`config.mk`:
```
export PLATFORM = sky130hd
export DESIGN_NAME = seg_msg_scanner
export DESIGN_NICKNAME = d
export VERILOG_FILES = /design/src/rtl/seg_msg_scanner.sv
export SDC_FILE = /design/constraint.sdc
export NUM_CORES = 1
export LEC_CHECK = 0
export CAP_MARGIN = 40
export CORE_ASPECT_RATIO = 1.2
export CORE_MARGIN = 2
export CORE_UTILIZATION = 35
export CTS_CLUSTER_DIAMETER = 120
export CTS_CLUSTER_SIZE = 12
export DETAILED_ROUTE_END_ITERATION = 8
export DONT_BUFFER_PORTS = 1
export GPL_TIMING_DRIVEN = 0
export SLEW_MARGIN = 20
export SYNTH_ARGS = -nofsm -noshare
export SYNTH_HDL_FRONTEND = slang
export SYNTH_SLANG_ARGS = --single-unit
export TNS_END_PERCENT = 10
```
`constraint.sdc`:
```
create_clock -name clk -period 3.1 [get_ports clk]
set_clock_uncertainty 0.2 [all_clocks]
set_input_delay 0.155 -clock clk [delete_from_list [all_inputs] [get_ports clk]]
set_output_delay 0.155 -clock clk [all_outputs]
set_load 0.03 [all_outputs]
```
`src/rtl/seg_msg_scanner.sv`:
```
// Multiplexed seven-segment scanner: walks the digits left to right with a
// blank tick between them and shows a window of a writable, optionally scrolling message.
module seg_msg_scanner #(
  parameter int NUM_DIGITS    = 4,
  parameter int CHAR_W        = 4,
  parameter int MSG_LEN       = 16,
  parameter int DIGIT_TICKS   = 4,
  parameter int SCROLL_FRAMES = 64,
  parameter int AW            = $clog2(MSG_LEN)
) (
  input  logic                  clk,
  input  logic                  reset,
  input  logic                  en,
  input  logic                  mode,
  input  logic                  wr_en,
  input  logic [AW-1:0]         wr_addr,
  input  logic [CHAR_W-1:0]     wr_data,
  output logic [NUM_DIGITS-1:0] anode,
  output logic [CHAR_W-1:0]     char,
  output logic                  frame_done
);

  localparam int TW = (DIGIT_TICKS > 1) ? $clog2(DIGIT_TICKS) : 1;
  localparam int DW = (NUM_DIGITS > 1) ? $clog2(NUM_DIGITS) : 1;
  localparam int FW = (SCROLL_FRAMES > 1) ? $clog2(SCROLL_FRAMES) : 1;

  localparam logic [TW-1:0] TICK_LAST  = TW'(DIGIT_TICKS - 1);
  localparam logic [DW-1:0] DIG_LEFT   = DW'(NUM_DIGITS - 1);
  localparam logic [FW-1:0] FRAME_LAST = FW'(SCROLL_FRAMES - 1);
  localparam logic [AW-1:0] BASE_LAST  = AW'(MSG_LEN - 1);
  localparam logic [AW:0]   LEN_X      = (AW+1)'(MSG_LEN);
  localparam logic [AW:0]   OFS_LEFT   = (AW+1)'(NUM_DIGITS - 1);

  logic [TW-1:0] tick_q, tick_d;
  logic [DW-1:0] dig_q, dig_d;
  logic [AW-1:0] base_q, base_d;
  logic [FW-1:0] frame_q, frame_d;
  logic [MSG_LEN-1:0][CHAR_W-1:0] buf_q;

  logic [NUM_DIGITS-1:0] anode_q, anode_d;
  logic [CHAR_W-1:0]     char_q, char_d;
  logic                  fd_q, fd_d;

  logic          slot_end, frame_end, in_range;
  logic [AW:0]   idx_sum;
  logic [AW-1:0] idx;

  always_comb begin
    slot_end  = (tick_q == TICK_LAST);
    frame_end = slot_end && (dig_q == '0);
    // Message index wraps with a single compare-subtract, so MSG_LEN need not be a power of two.
    idx_sum   = {1'b0, base_q} + (OFS_LEFT - (AW+1)'(dig_q));
    idx       = AW'((idx_sum >= LEN_X) ? (idx_sum - LEN_X) : idx_sum);
    in_range  = ({1'b0, wr_addr} < LEN_X);

    tick_d  = tick_q;
    dig_d   = dig_q;
    base_d  = base_q;
    frame_d = frame_q;
    anode_d = '1;
    char_d  = char_q;
    fd_d    = 1'b0;

    if (en) begin
      tick_d = slot_end ? '0 : tick_q + TW'(1);
      if (slot_end) begin
        dig_d = (dig_q == '0) ? DIG_LEFT : dig_q - DW'(1);
      end
      if (tick_q != '0) begin
        anode_d = ~(NUM_DIGITS'(1) << dig_q);
        char_d  = buf_q[idx];
      end
      fd_d = frame_end;
      // Scroll position only moves between frames so a frame never mixes two windows.
      if (frame_end) begin
        if (!mode) begin
          base_d  = '0;
          frame_d = '0;
        end else if (frame_q == FRAME_LAST) begin
          frame_d = '0;
          base_d  = (base_q == BASE_LAST) ? '0 : base_q + AW'(1);
        end else begin
          frame_d = frame_q + FW'(1);
        end
      end
    end
  end

  always_ff @(posedge clk) begin
    if (reset) begin
      tick_q  <= '0;
      dig_q   <= DIG_LEFT;
      base_q  <= '0;
      frame_q <= '0;
      buf_q   <= '0;
      anode_q <= '1;
      char_q  <= '0;
      fd_q    <= 1'b0;
    end else begin
      tick_q  <= tick_d;
      dig_q   <= dig_d;
      base_q  <= base_d;
      frame_q <= frame_d;
      anode_q <= anode_d;
      char_q  <= char_d;
      fd_q    <= fd_d;
      if (wr_en && in_range) begin
        buf_q[wr_addr] <= wr_data;
      end
    end
  end

  assign anode      = anode_q;
  assign char       = char_q;
  assign frame_done = fd_q;

endmodule

```
# Yosys cells after proc, flatten, opt, wreduce, memory -nomap -nowiden
# Index checks and enable logic that the tools add are counted.
dict set report op_classes {
  shifts 1
  add_sub_neg 7
  n_eq_ne 4
  reduce_logical 10
  magnitude_cmp 4
  bitwise_logic 3
  n_mux 13
}
# cell n
set ops {}
lappend ops {{$bwmux W64} 1}
lappend ops {{$mux W4} 6}
lappend ops {{$bmux W4 S4} 1}
lappend ops {{$demux W4 S4} 1}
lappend ops {{$mux W6} 2}
lappend ops {{$lt A4 B5 Y1 const B} 2}
lappend ops {{$add A6 B1 Y6 const B} 1}
lappend ops {{$eq A6 B6 Y1 const B} 1}
lappend ops {{$reduce_and A2 Y1} 3}
lappend ops {{$add A4 B5 Y5} 1}
lappend ops {{$ge A5 B5 Y1 const B} 1}
lappend ops {{$add A4 B1 Y4 const B} 1}
lappend ops {{$eq A4 B4 Y1 const B} 1}
lappend ops {{$ge A4 B1 Y1 const B} 1}
lappend ops {{$mux W2} 2}
lappend ops {{$not A4 Y4} 1}
lappend ops {{$shl A1 B2 Y4 const A} 1}
lappend ops {{$sub A4 B1 Y4 const B} 1}
lappend ops {{$reduce_and A3 Y1} 1}
lappend ops {{$reduce_or A3 Y1} 1}
lappend ops {{$sub A2 B2 Y3 const A} 1}
lappend ops {{$add A2 B1 Y2 const B} 1}
lappend ops {{$eq A2 B2 Y1 const B} 1}
lappend ops {{$logic_and A1 B1 Y1} 2}
lappend ops {{6 further kinds} 7}
dict set report word_totals {
  wordCells 65
  in_bits 13
  reg_bits 87
  out_inout_bits 9
}

# Logic depth before layout (Yosys ltp)
dict set report depth {
  word_depth 6
  ltp_mapped 9
  mapped_depth_nobuf 8
}

# Least setup slack after synthesis
# No wires, ideal clock.
dict set report synth_path {
  path_type {reg2reg}
  startpoint {register dig_q[0]}
  endpoint {register char_q[3], in the netlist char[3]}
  path_buffers 2
  period_less_slack_ps 2491
  slack_ps 609
  required_time_ps 2768
  path_stages_with_launch 10
  arrival_ps 2159
  setup_ps 132
  cell_sequence {dfxtp_1 > inv_1 > ha_1 > inv_1 > fa_1 > buf_4 > buf_8 > mux4_1 > mux2i_1 > a221oi_2}
}
dict set report synth_via {
  elab_chain_cells 6
  elab_cells_between_ends 7
  classes_between {add/sub (3); order compare (1); mux (3)}
}
# item line_no
set synth_rtl {}
lappend synth_rtl {{start, declared} 35} ;# logic [DW-1:0] dig_q, dig_d;
lappend synth_rtl {{start signal, assigned} 101} ;# dig_q <= dig_d;
lappend synth_rtl {{$sub A2 B2 Y3 (*)} 52} ;# idx_sum = {1'b0, base_q} + (OFS_LEFT - (AW+1)'(dig_q));
lappend synth_rtl {{$add A4 B5 Y5 (*)} 52}
lappend synth_rtl {{$sub A4 B1 Y4 or $ge A5 B5 Y1 (tied branches)} 53} ;# idx = AW'((idx_sum >= LEN_X) ? (idx_sum - LEN_X) : idx_sum);
lappend synth_rtl {{$mux W4 (*)} 53}
lappend synth_rtl {{$bmux W4 S4 (*)} 71} ;# char_d = buf_q[idx];
lappend synth_rtl {{$mux W4 (not written as such) (*)} 71}
lappend synth_rtl {{end signal, assigned} 105} ;# char_q <= char_d;
lappend synth_rtl {{end, declared} 41} ;# logic [CHAR_W-1:0] char_q, char_d;
# Mark *: on every way between the ends. The rest lies on a longest branch, timed or not. The select of a mux whose other input is x is not followed.
# A chain may end at the register's enable or synchronous reset.

# Worst setup path after layout
# Ends and elaborated chain as after synthesis.

==> qor.yml <==
ios: 22
regArea_um2: 1742
final_util: 0.4081
holdPathEnd: "base_q[1]"
num_rows: 43
hold_viol: 0
finalCritPeriodShare: 0.9310
synthSimpleGateAreaFrac: 0.1514
reg2reg_slack_ps: 210
synth_fa_ha_area_frac: 0.03569
num-fill-cells: 1147
antenna_found_initial: 0
path_clk_slew_ps: 60
synth-compound-area-share: 0.1403
area_delta_synth_final_pct: 15.02
grt_pass1_vias: 3247
ys_seq_elements: 87
postCtsHoldBufs: 10
ys.flop_type: "dfxtp_1"
grt_pass1_wl_um: 16640
crit_family: "multiplexers"
setup_viol: 0
synth_cells: 435
synthDistinctLibCells: 40
muxShareOfSynthArea: 0.1846
multiInputGateArea_um2: 2125
core_area_um2: 11460
ys_warn_count: 0
synth-seq-area-share: 0.4283
path_cells: "inv_1 > ha_1 > inv_1 > fa_1 > buf_4 > buf_8 > mux4_1 > mux2i_1 > a221oi_2"
synth_xor_area_frac: 0.01046
rr_worst_depth: 9
holdPathStages: 3
synth_top_area_cell: "dfxtp_1"
cts_tree: "built"
yosysMostFrequentCell: "dfxtp_1"
hp-class: "in -> reg"
status: "completed"
clock_sinks: 87
min-delay-start: "mode"
dpl_worst_slack_ps: 240.8
worst_path_most_repeated_cell: "inv_1"
slowest_delay_ps: 580
period_minus_slack_ps: 2886
syn-num-nets: 459
n_antenna_cell: 0
clock_path_buffers: 2
place_inst: 592
rsz0062_at_grt: "false"
syn_avg_cell_area_um2: 9.348
synth_top_area_frac: 0.4283
cp_max_fo: 10
max_cap_viol_count: 0
ir_drop_mv: 0.2503
wl_per_cell_um: 16.56
die_y_um: 122.1
synth_edf_count: 0
relSlewSlack: 0.5559
critical_path_class: "reg -> reg"
yosys-top-cells-area: "dfxtp_1 (43%), mux4_1 (10%), mux2i_1 (8.1%)"
grt_usage: 0.1758
final_antenna_net_count: 0
place_hpwl_um: 7115
die_x_um: 102.4
numPortBuffers: 0
drc: 0
initial_core_util: 0.3548
finalSetupTns_ps: 0
layout_setup_ws_ps: 213.9
r2r_end: "char[3]"
end_kind: "flop"
grt_max_degree: 14
wl_um: 10220
fmax_mhz: 346.5
vias: 3254
cts-resized-gates: 0
first_iter_violations: 186
cp-start-kind: "flop"
cts-htree-levels: 3
synth_top_family_by_area: "multiplexers"
p_leak_nw: 1.842
synthesis.area_um2: 4066
async_flop_share: 0
worst-slew-pin-transition_ps: 666.1
worstSkewPairLatency_ps: 340
crit_buf_inv: 4
r2r-start: "dig_q[0]"
drive_above_1_share: 0.04783
p_per_area_nw_per_um2: 524.4
crit_arrival_ps: 2900
vias_per_cell: 5.274
finalNetCount: 480
first_pass_iters: 4
place_congestion: 0.7883
cts_buffers: 9
instances_no_fill: 617
grt_overflow: 0
cp_data_required_time_ps: 3120
slowest_stage: "mux4_1"
slew_violations: 0
cts-root-buf: "clkbuf_16"
die_area_um2: 12500
post_cts_buffers: 0
netlist_top_cells_count: "dfxtp_1 (87), nand2_1 (53), a21oi_1 (52)"
[cell type report]
class | count | share of cell area
multi-input combinational | 307 | 0.4543
sequential | 87 | 0.3724
clock buffer | 12 | 0.05270
tap | 157 | 0.04200
buffer | 32 | 0.03558
timing repair buffer | 10 | 0.02140
clock inverter | 3 | 0.01445
inverter | 9 | 0.007223
[report_power, final]
| part | leakage (nW) | switching (W) | internal (W) |
|---|---|---|---|
| Clock | 0.149 | 0.000431 | 0.000724 |
| Sequential | 0.703 | 0.0000203 | 0.00114 |
| Combinational | 0.991 | 0.0000948 | 0.0000467 |
| Total | 1.84 | 0.000546 | 0.00191 |
[layout by cell type (no fill, tap or decap), drive strengths merged, types with 5 or more instances in the layout]
cell         count
dfxtp           87
nand2           53
a21oi           52
nor2            45
o21ai           40
clkbuf          38
mux2i           33
mux4            16
nand3           10
ha              10
dlygate4sd3     10
inv              9
buf              6
and3             5
or3              5
[layer usage]
layer / vias up / share of wire / wire [um] / GRT usage
li1: 1584 / - / - / -
met1: 1584 / 0.44 / 4522 / 0.2197
met2: 71 / 0.49 / 4974 / 0.2887
met3: 15 / 0.047 / 482 / 0.04246
met4: 0 / 0.023 / 240 / 0.07333
met5: - / 0 / 0 / 0
[registers in the layout, indices dropped and copies added (netlist names)]
signal,count
buf_q,64
frame_q,6
anode,4
base_q,4
char,4
dig_q,2
tick_q,2
frame_done,1
[worst max path at each step]
stage / start / end / slack, ps / cells past startpoint
floorplan: dig_q[0] / char[3] / 610 / 9
global placement: dig_q[0] / char[3] / 250 / 9
detailed placement: dig_q[0] / char[3] / 240 / 9
CTS: dig_q[0] / char[3] / 230 / 9
global route: dig_q[0] / char[0] / 40 / 9
finish: dig_q[0] / char[3] / 210 / 9
[stage by stage]
| step | power, W | hold WS (ps) | cell area [um^2] |
|---|---|---|---|
| after floorplan | 0.001269 | 98.94 | 4066 |
| after global placement | 0.001304 | 103.8 | 4263 |
| after detailed placement | 0.001307 | 112.2 | 4263 |
| after CTS | 0.002469 | 7.163 | 4677 |
| after global routing | 0.002531 | 37.82 | 4677 |
| final | 0.002453 | 21.94 | 4677 |
[cells by family (layout without fill, tap and decap cells)]
family,Yosys count,count (layout)
compound gates,105,105
fa+ha+maj,11,11
mux,49,49
buf+inv,41,66
simple gates,138,138
xor+xnor,4,4
flops,87,87
[tightest hold or removal path, cell delays in order]
cell and delay, ps:
clkbuf_1 180, nand4_1 120, a21oi_1 60
Power figures use the tool's default switching activity.
